[src/rtl/lfcc_pkg.sv]
// Shared types and default constants for the LFCC soft-start sequencer.
package lfcc_pkg;

    localparam int LFCC_N_PERIOD          = 78;
    localparam int LFCC_PRECHARGE_PERIODS = 16;
    localparam int LFCC_RAMP_STEP_PERIODS = 8;
    localparam int LFCC_DUTY_MIN          = 1;
    localparam int DUTY_W                 = 7;

    typedef enum logic [2:0] {
        ST_IDLE      = 3'd0,
        ST_PRECHARGE = 3'd1,
        ST_RAMP      = 3'd2,
        ST_RUN       = 3'd3,
        ST_FAULT     = 3'd4
    } state_e;

    function automatic int imax(input int a, input int b);
        return (a > b) ? a : b;
    endfunction

endpackage

[src/rtl/lfcc_tick_counter.sv]
// Saturating period_tick counter; done flags the tick that reaches terminal.
module lfcc_tick_counter #(
    parameter int CW = 5
) (
    input  logic          clk_i,
    input  logic          reset_i,
    input  logic          clear_i,
    input  logic          tick_i,
    input  logic [CW-1:0] terminal_i,
    output logic          done_o
);

    logic [CW-1:0] cnt_q, cnt_d;
    logic [CW:0]   cnt_inc;

    assign cnt_inc = {1'b0, cnt_q} + {{CW{1'b0}}, 1'b1};
    assign done_o  = tick_i && (cnt_inc >= {1'b0, terminal_i});

    always_comb begin
        cnt_d = cnt_q;
        if (clear_i) begin
            cnt_d = '0;
        end else if (tick_i && (cnt_q != '1)) begin
            cnt_d = cnt_inc[CW-1:0];
        end
    end

    always_ff @(posedge clk_i) begin
        if (reset_i) begin
            cnt_q <= '0;
        end else begin
            cnt_q <= cnt_d;
        end
    end

endmodule

[src/rtl/lfcc_sequencer.sv]
// Flying-cap precharge / duty soft-start sequencer for the two-phase LFCC stage.
module lfcc_sequencer
    import lfcc_pkg::*;
#(
    parameter int N_PERIOD          = LFCC_N_PERIOD,
    parameter int PRECHARGE_PERIODS = LFCC_PRECHARGE_PERIODS,
    parameter int RAMP_STEP_PERIODS = LFCC_RAMP_STEP_PERIODS,
    parameter int DUTY_MIN          = LFCC_DUTY_MIN
) (
    input  logic              clk_pwm,
    input  logic              reset,
    input  logic              start,
    input  logic              fault,
    input  logic              fault_clr,
    input  logic              period_tick,
    input  logic [DUTY_W-1:0] duty_target,
    output logic [DUTY_W-1:0] duty,
    output logic              pwm_en,
    output logic              precharge_en,
    output logic [2:0]        state
);

    localparam int CW = $clog2(imax(PRECHARGE_PERIODS, RAMP_STEP_PERIODS)) + 1;

    state_e            state_q;
    logic [DUTY_W-1:0] duty_q;
    logic              pwm_en_q;
    logic              pre_en_q;
    logic [DUTY_W-1:0] tgt;
    logic              in_count;
    logic              cnt_clr;
    logic              cnt_done;
    logic [CW-1:0]     cnt_term;

    always_comb begin
        tgt = duty_target;
        if (duty_target == '0) begin
            tgt = DUTY_W'(DUTY_MIN);
        end else if (duty_target > DUTY_W'(N_PERIOD)) begin
            tgt = DUTY_W'(N_PERIOD);
        end
    end

    // Counter only runs while precharging or ramping; every exit or step restarts it.
    assign in_count = (state_q == ST_PRECHARGE) || (state_q == ST_RAMP);
    assign cnt_clr  = !in_count || fault || !start || cnt_done;
    assign cnt_term = (state_q == ST_PRECHARGE) ? CW'(PRECHARGE_PERIODS)
                                                : CW'(RAMP_STEP_PERIODS);

    lfcc_tick_counter #(
        .CW(CW)
    ) u_cnt (
        .clk_i     (clk_pwm),
        .reset_i   (reset),
        .clear_i   (cnt_clr),
        .tick_i    (period_tick),
        .terminal_i(cnt_term),
        .done_o    (cnt_done)
    );

    always_ff @(posedge clk_pwm) begin
        if (reset) begin
            state_q  <= ST_IDLE;
            duty_q   <= '0;
            pwm_en_q <= 1'b0;
            pre_en_q <= 1'b0;
        end else if (fault) begin
            state_q  <= ST_FAULT;
            duty_q   <= '0;
            pwm_en_q <= 1'b0;
            pre_en_q <= 1'b0;
        end else begin
            case (state_q)
                ST_IDLE: begin
                    if (start) begin
                        state_q  <= ST_PRECHARGE;
                        pre_en_q <= 1'b1;
                    end
                end
                ST_PRECHARGE: begin
                    if (!start) begin
                        state_q  <= ST_IDLE;
                        duty_q   <= '0;
                        pwm_en_q <= 1'b0;
                        pre_en_q <= 1'b0;
                    end else if (cnt_done) begin
                        state_q  <= ST_RAMP;
                        duty_q   <= DUTY_W'(DUTY_MIN);
                        pwm_en_q <= 1'b1;
                        pre_en_q <= 1'b0;
                    end
                end
                ST_RAMP: begin
                    if (!start) begin
                        state_q  <= ST_IDLE;
                        duty_q   <= '0;
                        pwm_en_q <= 1'b0;
                        pre_en_q <= 1'b0;
                    end else if (duty_q == tgt) begin
                        state_q <= ST_RUN;
                    end else if (cnt_done) begin
                        duty_q <= (duty_q < tgt) ? duty_q + DUTY_W'(1)
                                                 : duty_q - DUTY_W'(1);
                    end
                end
                ST_RUN: begin
                    if (!start) begin
                        state_q  <= ST_IDLE;
                        duty_q   <= '0;
                        pwm_en_q <= 1'b0;
                        pre_en_q <= 1'b0;
                    end else if (duty_q != tgt) begin
                        state_q <= ST_RAMP;
                    end
                end
                ST_FAULT: begin
                    if (fault_clr && !start) begin
                        state_q <= ST_IDLE;
                    end
                end
                default: begin
                    state_q  <= ST_FAULT;
                    duty_q   <= '0;
                    pwm_en_q <= 1'b0;
                    pre_en_q <= 1'b0;
                end
            endcase
        end
    end

    assign duty         = duty_q;
    assign pwm_en       = pwm_en_q;
    assign precharge_en = pre_en_q;
    assign state        = state_q;

endmodule

[config.mk]
export PLATFORM = sky130hd
export DESIGN_NAME = lfcc_sequencer
export DESIGN_NICKNAME = d
export VERILOG_FILES = /design/src/rtl/lfcc_pkg.sv /design/src/rtl/lfcc_tick_counter.sv /design/src/rtl/lfcc_sequencer.sv
export SDC_FILE = /design/constraint.sdc
export NUM_CORES = 1
export LEC_CHECK = 0
export CORE_MARGIN = 2
export CORE_UTILIZATION = 30
export CTS_BUF_LIST = sky130_fd_sc_hd__clkbuf_16
export DETAILED_ROUTE_END_ITERATION = 6
export SYNTH_ARGS = -nofsm -noshare
export SYNTH_HDL_FRONTEND = slang
export SYNTH_HIERARCHICAL = 1
export SYNTH_SLANG_ARGS = --single-unit
[constraint.sdc]
create_clock -name clk_pwm -period 10.55 [get_ports clk_pwm]
set_input_delay 3.165 -clock clk_pwm [delete_from_list [all_inputs] [get_ports clk_pwm]]
set_output_delay 3.165 -clock clk_pwm [all_outputs]
set_load 0.05 [all_outputs]
After elaboration in Yosys (flattened, before gate mapping)
Index checks and enable logic that the tools add are counted.
{ "op_classes": {"n_lt_le_gt_ge": 3, "mux": 29, "addsub": 3, "reduce_logical": 20, "n_bitwise": 2, "n_eq_ne": 21} }
{ "op_table": {"columns": ["op", "n"], "rows": [
  ["$mux 7", 9],
  ["$pmux 7 s4", 1],
  ["$mux 3", 9],
  ["$ne 3x3->1 const B", 6],
  ["$pmux 3 s5", 1],
  ["$reduce_and 5->1", 3],
  ["$ne 2x2->1 const B", 4],
  ["$ne 4x4->1 const B", 2],
  ["$reduce_or 2->1", 4],
  ["$add 7x1->7 const B", 1],
  ["$eq 7x7->1", 1],
  ["$gt 7x7->1 const B", 1],
  ["$logic_not 7->1", 1],
  ["$lt 7x7->1", 1],
  ["$ne 7x7->1", 1],
  ["$sub 7x1->7 const B", 1],
  ["$add 5x1->6 const B", 1],
  ["$eq 3x2->1 const B", 2],
  ["$ge 6x5->1", 1],
  ["$mux 1", 6],
  ["$mux 5", 1],
  ["$ne 5x5->1 const B", 1],
  ["$logic_or 1x1->1", 4],
  ["$ne 4x3->1 const B", 1],
  ["11 further kinds", 15]
]} }
{ "totals": {"regBits": 17, "word_cells": 84, "inputBits": 13} }

Depth between registers and ports, before layout
Gate-level depths: netlist of run 1.
{ "depth": {"word_depth": 9, "mapped_depth": 14, "mapped_depth_nobuf": 14} }

Hierarchy
Netlist of run 1, hierarchy kept.
{ "modules_own_cells": {"columns": ["module", "n_inst", "area_each_um2", "cells_each"], "rows": [
  ["lfcc_sequencer", 1, 1116.1, 135],
  ["lfcc_tick_counter", 1, 385.4, 46]
]} }

Least setup slack after synthesis of run 1
OpenSTA, ideal clock, no wires.
{ "synth_timing": {"path_type": "input to register", "start": "input port duty_target[5]", "end": "register duty_q[6] (netlist: duty[6])", "path_buffers": 0, "arrival_ps": 5778, "setup_ps": 70, "t_required_ps": 10480, "cell_stages": 14, "slack_ps": 4703, "cell_sequence": "or2_2 -> a21oi_1 -> ha_1 -> a21oi_1 -> o21ai_1 -> a211oi_4 -> inv_1 -> ha_1 -> nor2b_2 -> o31ai_1 -> a21oi_1 -> xor2_1 -> o21a_1 -> a21oi_1"} }
{ "synth_via": {"elab_chain_cells": 9, "word_cells_on_any_way": 13, "cone_classes": "2 x order compare; 2 x eq/ne; 7 x mux; 2 x reduce/logical"} }
{ "synth_lines": {"columns": ["item", "line_no", "source"], "rows": [
  ["start: declaration", "lfcc_sequencer.sv:16", "input logic [DUTY_W-1:0] duty_target,"],
  ["$gt 7x7->1", "lfcc_sequencer.sv:39", "end else if (duty_target > DUTY_W'(N_PERIOD)) begin"],
  ["$mux 7", "lfcc_sequencer.sv:39", null],
  ["$mux 7 *", "lfcc_sequencer.sv:37", "if (duty_target == '0) begin"],
  ["$lt 7x7->1", "lfcc_sequencer.sv:102", "duty_q <= (duty_q < tgt) ? duty_q + DUTY_W'(1)"],
  ["$mux 7", "lfcc_sequencer.sv:102", null],
  ["$mux 7", "lfcc_sequencer.sv:101", "end else if (cnt_done) begin"],
  ["$mux 7", "lfcc_sequencer.sv:99", "end else if (duty_q == tgt) begin"],
  ["$mux 7", "lfcc_sequencer.sv:94", "if (!start) begin"],
  ["$pmux 7 s4", "lfcc_sequencer.sv:73", "case (state_q)"],
  ["end signal: assignment", "lfcc_sequencer.sv:88", "duty_q <= DUTY_W'(DUTY_MIN);"],
  ["end signal: assignment", "lfcc_sequencer.sv:102", null],
  ["end: declaration", "lfcc_sequencer.sv:26", "logic [DUTY_W-1:0] duty_q;"]
]} }
Every way passes the cells marked *; elsewhere a longest branch is shown, timed or not. The select of a mux whose other input is x is not followed.
A chain may end at the register's enable or synchronous reset.

Worst setup path after layout of run 1
Same ends and word-level chain as after synthesis.

==> flow_summary.yaml, run 1 <==
clock_tree:
  cts_tree: "yes"
  cts.repair.resized: 0
  ctsHtreeMaxLevel: 1
  clock_sinks: 17
  clk_pin_slew_worst_paths_ps: 60
  cts_buffers: 3
  clock_latency_ps: 250
  clk_path_buf_depth: 2
  cts_setup_buffers: 0
  cts-root-buf: "clkbuf_16"
  cts_hold_buf: 0
synth:
  avgSynthCellArea_um2: 8.30
  yosys_warnings: 6
  synth_top_area_cell: "dfxtp_1"
  yosysTopAreaCellShare_pct: 22.7
  synth_top_family_by_area: "simple AND/OR/NAND/NOR gates"
  synth_commonest_cells: "a21oi_1 (22), ha_1 (19), nor2_1 (18)"
  synth_fa_ha_area_share_pct: 17.2
  synthMuxAreaShare_pct: 0.667
  synth_flop_cell: "dfxtp_1"
  synth_cells: 181
  synth-simple-area-share_pct: 26.7
  synth_compound_area_share_pct: 21.8
  ys_seq_elements: 17
  netlist_area_um2: 1500
  yosysMostFrequentCell: "a21oi_1"
  synth_area_leaders: "dfxtp_1 (23%), ha_1 (16%), a21oi_1 (7.3%)"
  synth_xor_area_share_pct: 4.67
  synth_cell_types: 46
  async_reset_ff_share_pct: 0
  synth_edf_count: 0
  seq_area_frac_synth_pct: 22.7
drt:
  wire_per_inst_um: 11.6
  via_per_inst: 4.81
  ant_nets: 0
  num_vias: 1319
  routed_wirelength_um: 3190
  dr.pass1.iters: 4
  drt_iter0_markers: 46
  route.detailed.drc: 0
hold_path:
  whs_path_depth: 2
  hold_path.class: "reg2reg"
  worstHoldStart: "precharge_en"
timing:
  finalSetupTns_ps: 0
  setup_viol: 0
  worstMarginPinSlew_ps: 769
  skew_ps: 4.03
  min_period_ps: 6290
  fmax_mhz: 159
  final_max_slew_viol_count: 0
  rsz0062_at_grt: "false"
  period_share_pct: 59.7
  maxSlewHeadroom_pct: 48.8
  hold_viol_final: 0
  fin_ws_ps: 4260
setup_path:
  crit_end: "duty[6]"
  start_kind: "input pin"
  crit_arrival_ps: 6470
  crit_top_cell: "a21oi_1"
  crit_type: "in2reg"
  r2r_start: "u_cnt/cnt_q[0]"
  worstPathCellList: "clkdlybuf4s50_1 -> or2_2 -> a21oi_1 -> ha_1 -> a21oi_1 -> o21ai_1 -> a211oi_4 -> inv_1 -> ha_1 -> nor2b_2 -> o31ai_1 -> a21oi_1 -> xor2_1 -> o21a_1 -> a21oi_1"
  r2r_slack_ps: 7480
  reg2reg_depth: 10
  crit_start: "duty_target[5]"
  cp_max_fo: 5
  cp-end-kind: "flop"
  critPathRequiredTime_ps: 10730
  cpPeakStageDelay_ps: 440
  critPathBufInv: 2
  slowest_stage: "clkdlybuf4s50_1"
  r2r_end: "duty[2]"
  path_delay_family: "compound AO/OA/AOI/OAI gates"
  crit_cells: 15
power:
  p_leak_nw: 0.731
  power_density_nw_per_um2: 93.7
  max-vdd-ir-drop_v: 0.0000616
die:
  die_h_um: 74.7
  rows: 25
  initial_core_util_pct: 31.4
  die_x_um: 74.7
  die-area_um2: 5590
  core_um2: 4790
  ios: 25
cells_and_area:
  n_fill_cell: 488
  layout.nets: 241
  multi_input_area_um2: 1080
  fin_area_um2: 1860
  finalNonFillerCells: 274
  antenna_cells: 0
  area_growth_pct: 24.1
  regArea_um2: 340
  drive_above_1_share_pct: 11.1
placement:
  placed_cells: 270
  hpwl_um: 2480
  placed_area_um2: 1780
  dp_slack_ps: 4030
  gp_congestion: 0.771
  port_buffers: 24
global_routing:
  antenna_found_initial: 0
  grt_pass1_vias: 1211
  grt_pass1_wl_um: 5390
  track_usage_pct: 12.3
  grt_max_degree: 15
  overflow: 0
flow_run:
  drv_cap: 0
status:
  status: "finished, final reports clean"
-- metrics by stage --
stage / hold WS (ps) / utilization (%) / power, mW
floorplan: 448 / - / 0.0885
global placement: 469 / 37.3 / 0.0983
detailed placement: 474 / 37.3 / 0.0984
CTS: 482 / 38.9 / 0.176
global route: 503 / 38.9 / 0.182
finish: 475 / 38.9 / 0.175
-- layer usage --
layer / routed length (um) / vias up / GRT usage [%] / share of wire [%]
li1: - / 705 / - / -
met1: 1550 / 587 / 15.9 / 48
met2: 1490 / 23 / 21.0 / 47
met3: 127 / 4 / 1.87 / 4.0
met4: 27 / 0 / 3.97 / 0.85
met5: 0 / - / 0 / 0
-- sequential cells by signal, summed over array words and instances, names as in the netlist --
name          flops
duty              7
precharge_en      1
u_cnt/cnt_q       5
pwm_en            1
state             3
-- worst min-delay path: stages, from the launching register on --
cell and delay [ps]:
dfxtp_1 320, nand3_1 60, a21oi_1 50
-- worst min path at each step --
stage	to	slack, ps
2_1_floorplan	u_cnt/cnt_q[4]	450
3_3_place_gp	u_cnt/cnt_q[4]	470
3_5_place_dp	precharge_en	470
4_1_cts	precharge_en	480
5_1_grt	u_cnt/cnt_q[4]	500
6_report	precharge_en	470
-- where the power goes --
group | switching (mW) | internal, mW | leakage, nW
combinational | 0.0164 | 0.0134 | 0.553
clock | 0.0268 | 0.0508 | 0.0409
sequential | 0.00195 | 0.0653 | 0.138
total | 0.0451 | 0.130 | 0.731
-- placed cells by master, fill, tap and decap left out, drive strengths merged, types with 2 or more instances in the layout --
cell type      synthesis  layout
nor2                  18      18
dfxtp                 17      17
nor2b                  4       4
xnor2                  4       4
xor2                   4       4
a31oi                  2       2
nand3b                 2       2
o221ai                 2       2
nand3                  9       9
clkbuf                 2       3
nand4                  2       2
a211oi                 4       4
a21oi                 22      22
nand2b                 6       6
clkdlybuf4s50          0      24
nor3                   3       3
o21ai                 10      10
o21a                   2       2
ha                    19      19
a211o                  2       2
conb                   1       3
nor3b                  2       2
nand2                 13      13
and3                   2       2
or2                    4       4
inv                   11      11
a21o                   2       2
-- final cells by class --
type | instances | share of cell area (%)
clock inverter | 1 | 0.269
timing repair buffer | 24 | 12.9
multi-input combinational | 151 | 57.8
inverter | 11 | 2.22
sequential | 17 | 18.3
clock buffer | 3 | 4.03
tap | 67 | 4.50
-- kinds of logic after synthesis --
family,after synthesis
AND/OR/NAND/NOR,70
multiplexers,1
XOR/XNOR,8
AO/OA/AOI/OAI,49
adder cells (fa/ha/maj),20
buffers and inverters,15
other,1
flip-flops,17
Power figures use the tool's default switching activity.
==> run 2: changes to the inputs <==
==> constraint.sdc (replaced) <==
create_clock -name clk_pwm -period 6.3 [get_ports clk_pwm]
set_input_delay 1.89 -clock clk_pwm [delete_from_list [all_inputs] [get_ports clk_pwm]]
set_output_delay 1.89 -clock clk_pwm [all_outputs]
set_load 0.05 [all_outputs]
==> run 2 against run 1 <==
Effect of this change: combinational power up 67%; die area unchanged; via count down 1.4%; critical path type unchanged; highest routed layer unchanged.
==> flow_summary.yaml, run 2 (synthesis results as in run 1) <==
clock_tree:
  clk_pin_slew_worst_paths_ps: 60
  clock_sinks: 17
  cts-root-buf: "clkbuf_16"
  clock_latency_ps: 250
  cts_buffers: 3
  ctsHtreeMaxLevel: 1
  clk_path_buf_depth: 2
  cts_hold_buf: 0
  cts_setup_buffers: 0
  cts.repair.resized: 0
  cts_tree: "yes"
global_routing:
  grt_max_degree: 15
  track_usage_pct: 12.1
  use_met1_pct: 16.1
  grt_use_met2_pct: 20.4
  use_met3_pct: 1.61
  grt_pass1_vias: 1207
  overflow: 0
  antenna_found_initial: 0
  grt_pass1_wl_um: 5310
  gr-max-usage-layer: "met2"
timing:
  finalSetupTns_ps: 0
  setup_viol: 0
  maxSlewHeadroom_pct: 50.3
  final_max_slew_viol_count: 0
  fmax_mhz: 201
  min_period_ps: 4980
  hold_viol_final: 0
  worstMarginPinSlew_ps: 746
  skew_ps: 7.23
  period_share_pct: 79.1
  rsz0062_at_grt: "false"
setup_path:
  crit_arrival_ps: 5160
  critPathRequiredTime_ps: 6480
  start_kind: "input pin"
  crit_type: "in2reg"
  cp-end-kind: "flop"
  cp_max_fo: 5
die:
  die_x_um: 74.7
  die-area_um2: 5590
  core_um2: 4790
  initial_core_util_pct: 31.4
  rows: 25
  die_h_um: 74.7
  ios: 25
placement:
  placed_area_um2: 1780
  port_buffers: 24
  hpwl_um: 2490
  gp_congestion: 0.771
drt:
  ant_nets: 0
  routed_wirelength_um: 3090
  wire_per_inst_um: 11.3
  drt_iter0_markers: 34
  num_vias: 1300
  via_per_inst: 4.74
  route.detailed.drc: 0
  dr.pass1.iters: 4
cells_and_area:
  fin_area_um2: 1860
  mostFrequentLayoutCell: "clkdlybuf4s50_1"
  layout.nets: 241
  drive_above_1_share_pct: 11.1
  final_cell_mix: "clkdlybuf4s50_1 (24), a21oi_1 (22), ha_1 (19), nor2_1 (18), dfxtp_1 (17)"
  largest_register_ffs: 7
  area_growth_pct: 24.1
  antenna_cells: 0
status:
  status: "finished, final reports clean"
hold_path:
  hold_path.class: "reg2reg"
power:
  p_leak_nw: 0.731
  max-vdd-ir-drop_v: 0.000114
  power_density_nw_per_um2: 157
flow_run:
  drv_cap: 0
==> run 2: routing by layer <==
layer  vias to the layer above  wire (um)
met5                         -          0
met4                         0         27
met3                         2         97
met2                        15       1390
met1                       584       1570
li1                        699          -
==> run 2: final cells by class <==
cell class | instances | area, um^2
fill | 513 | 2920
multi-input combinational | 151 | 1080
sequential | 17 | 340
timing repair buffer | 24 | 240
tap | 67 | 83.8
clock buffer | 3 | 75.1
inverter | 11 | 41.3
clock inverter | 1 | 5.00
==> run 2: through the flow <==
step	utilization, %	worst slack (ps)	std cells	hold slack [ps]	power [mW]
floorplan	-	1730	183	448	0.148
global placement	37.3	1120	270	469	0.165
detailed placement	37.3	1050	270	468	0.165
CTS	38.9	1300	274	476	0.296
global route	38.9	990	274	502	0.309
finish	38.9	1320	274	474	0.292
==> run 2: path summary, 6_finish.rpt <==
kind	start	endpoint	slack, ps	cells after the start
setup / recovery	duty_target[5]	duty[6]	1320	15
hold / removal	u_cnt/cnt_q[4]	u_cnt/cnt_q[4]	470	2
setup reg to reg	u_cnt/cnt_q[0]	duty[4]	3290	9
hold reg to reg	u_cnt/cnt_q[4]	u_cnt/cnt_q[4]	470	2
==> run 2: where the power goes <==
part           internal (mW)  total [mW]  switching [mW]  leakage [nW]
Combinational         0.0225      0.0497          0.0272         0.553
Clock                 0.0850       0.129          0.0445        0.0409
Sequential             0.109       0.112         0.00318         0.138
==> run 2: critical path, stage by stage <==
cell and delay, ps:
clkdlybuf4s50_1 430, or2_2 330, a21oi_1 170, ha_1 290, a21oi_1 130, o21ai_1 110, a211oi_4 310, inv_1 160
ha_1 320, nor2b_2 180, o31ai_1 260, a21oi_1 130, xor2_1 170, o21a_1 190, a21oi_1 100
==> run 3: changes to the inputs <==
==> constraint.sdc (replaced) <==
create_clock -name clk_pwm -period 5.05 [get_ports clk_pwm]
set_input_delay 1.515 -clock clk_pwm [delete_from_list [all_inputs] [get_ports clk_pwm]]
set_output_delay 1.515 -clock clk_pwm [all_outputs]
set_load 0.05 [all_outputs]
==> run 3 against run 2 <==
Effect of this change: power rose by 25%; core utilization rose by 0.16 points; critical endpoint unchanged; final area rose by 0.40%; sequential share of layout area fell by 0.073 points; global-route usage fell by 0.34 points; highest routed layer unchanged; flip-flop and latch count did not move.
==> flow_summary.yaml, run 3 (synthesis results as in run 1) <==
clock_tree:
  ctsHtreeMaxLevel: 1
  cts_buffers: 3
  clk_path_buf_depth: 2
  cts_hold_buf: 0
  cts.repair.resized: 0
  cts_tree: "yes"
  cts_setup_buffers: 0
  clock_sinks: 17
  cts-root-buf: "clkbuf_16"
  clock_latency_ps: 250
  clk_pin_slew_worst_paths_ps: 60
status:
  status: "finished, final reports clean"
global_routing:
  grt_pass1_vias: 1212
  grt_max_degree: 15
  antenna_found_initial: 0
  track_usage_pct: 11.8
  grt_pass1_wl_um: 5290
  overflow: 0
timing:
  rsz0062_at_grt: "false"
  hold_viol_final: 0
  fmax_mhz: 218
  finalSetupTns_ps: 0
  fin_ws_ps: 455
  min_period_ps: 4590
  final_max_slew_viol_count: 0
  fin_hold_ws_ps: 475
  skew_ps: 5.37
  maxSlewHeadroom_pct: 61.4
  worstMarginPinSlew_ps: 578
  period_share_pct: 91.0
  setup_viol: 0
power:
  p_int_mw: 0.270
  p_leak_nw: 0.736
  pwr-share-clk_pct: 44.3
  power.total_mw: 0.363
  power_frac_seq_pct: 38.6
  combPwrFrac_pct: 17.1
  power_density_nw_per_um2: 194
  max-vdd-ir-drop_v: 0.000130
  netSwitchingPower_mw: 0.0929
  sw_frac_of_total_pct: 25.6
placement:
  gp_congestion: 0.777
  hpwl_um: 2490
  placed_cells: 271
  port_buffers: 24
  placed_area_um2: 1790
  dp_slack_ps: 186
setup_path:
  critPathRequiredTime_ps: 5230
  slowest_stage: "clkdlybuf4s50_1"
  worstPathCellList: "clkdlybuf4s50_1 -> or2_2 -> a21oi_1 -> ha_1 -> a21oi_1 -> o21ai_1 -> a211oi_4 -> inv_1 -> ha_1 -> nor2b_2 -> o31ai_1 -> a21oi_1 -> xor2_1 -> o21a_1 -> a21oi_1"
  cp-end-kind: "flop"
  start_kind: "input pin"
  crit_type: "in2reg"
  crit_arrival_ps: 4770
  path_delay_family: "compound AO/OA/AOI/OAI gates"
  crit_top_cell: "a21oi_1"
  cp_max_fo: 5
  critPathBufInv: 2
  cpPeakStageDelay_ps: 440
cells_and_area:
  final_cell_mix: "clkdlybuf4s50_1 (24), a21oi_1 (22), ha_1 (19), nor2_1 (18), dfxtp_1 (17)"
  drive_above_1_share_pct: 11.5
  layout.nets: 242
  finalNonFillerCells: 275
  antenna_cells: 0
  utilization_pct: 39.1
  area_growth_pct: 24.6
  fin_area_um2: 1870
  largest_register_ffs: 7
  mostFrequentLayoutCell: "clkdlybuf4s50_1"
die:
  die_h_um: 74.7
  initial_core_util_pct: 31.4
  die_x_um: 74.7
  die-area_um2: 5590
  ios: 25
  rows: 25
  core_um2: 4790
drt:
  routed_wirelength_um: 3100
  wire_per_inst_um: 11.3
  route.detailed.drc: 0
  via_per_inst: 4.81
  ant_nets: 0
  dr.pass1.iters: 4
  num_vias: 1322
  drt_iter0_markers: 20
flow_run:
  drv_cap: 0
hold_path:
  hold_path.class: "reg2reg"
==> run 3: final timing paths <==
check	startpoint	to	slack, ps	cells past startpoint
worst max-delay path	duty_target[5]	duty[6]	460	15
worst max register to register	duty[4]	duty[6]	2210	12
worst min-delay path	precharge_en	precharge_en	480	2
worst min register to register	precharge_en	precharge_en	480	2
==> run 3: cell type report <==
class | instances | area (um^2)
clock buffer | 3 | 75.1
clock inverter | 1 | 5.00
fill | 509 | 2920
inverter | 11 | 41.3
multi-input combinational | 151 | 1080
sequential | 17 | 340
tap | 67 | 83.8
timing repair buffer | 25 | 248
==> run 3: power groups by stage <==
stage | Combinational, mW | Clock, mW | Sequential [mW]
global route | 0.0693 | 0.172 | 0.141
floorplan | 0.0359 | 0 | 0.149
finish | 0.0621 | 0.161 | 0.140
global placement | 0.0621 | 0 | 0.143
CTS | 0.0626 | 0.165 | 0.140
detailed placement | 0.0626 | 0 | 0.143
==> run 3: metal layers <==
layer	up-vias	wire [um]	GRT usage (%)
met5	-	0	0
met4	0	38	2.98
met3	4	140	1.61
met2	23	1340	19.9
met1	589	1580	16.0
li1	706	-	-
==> run 3: tightest hold or removal path, stage by stage, from the launching register on <==
cell	delay (ps)
dfxtp_1	320
nand3_1	60
a21oi_1	50
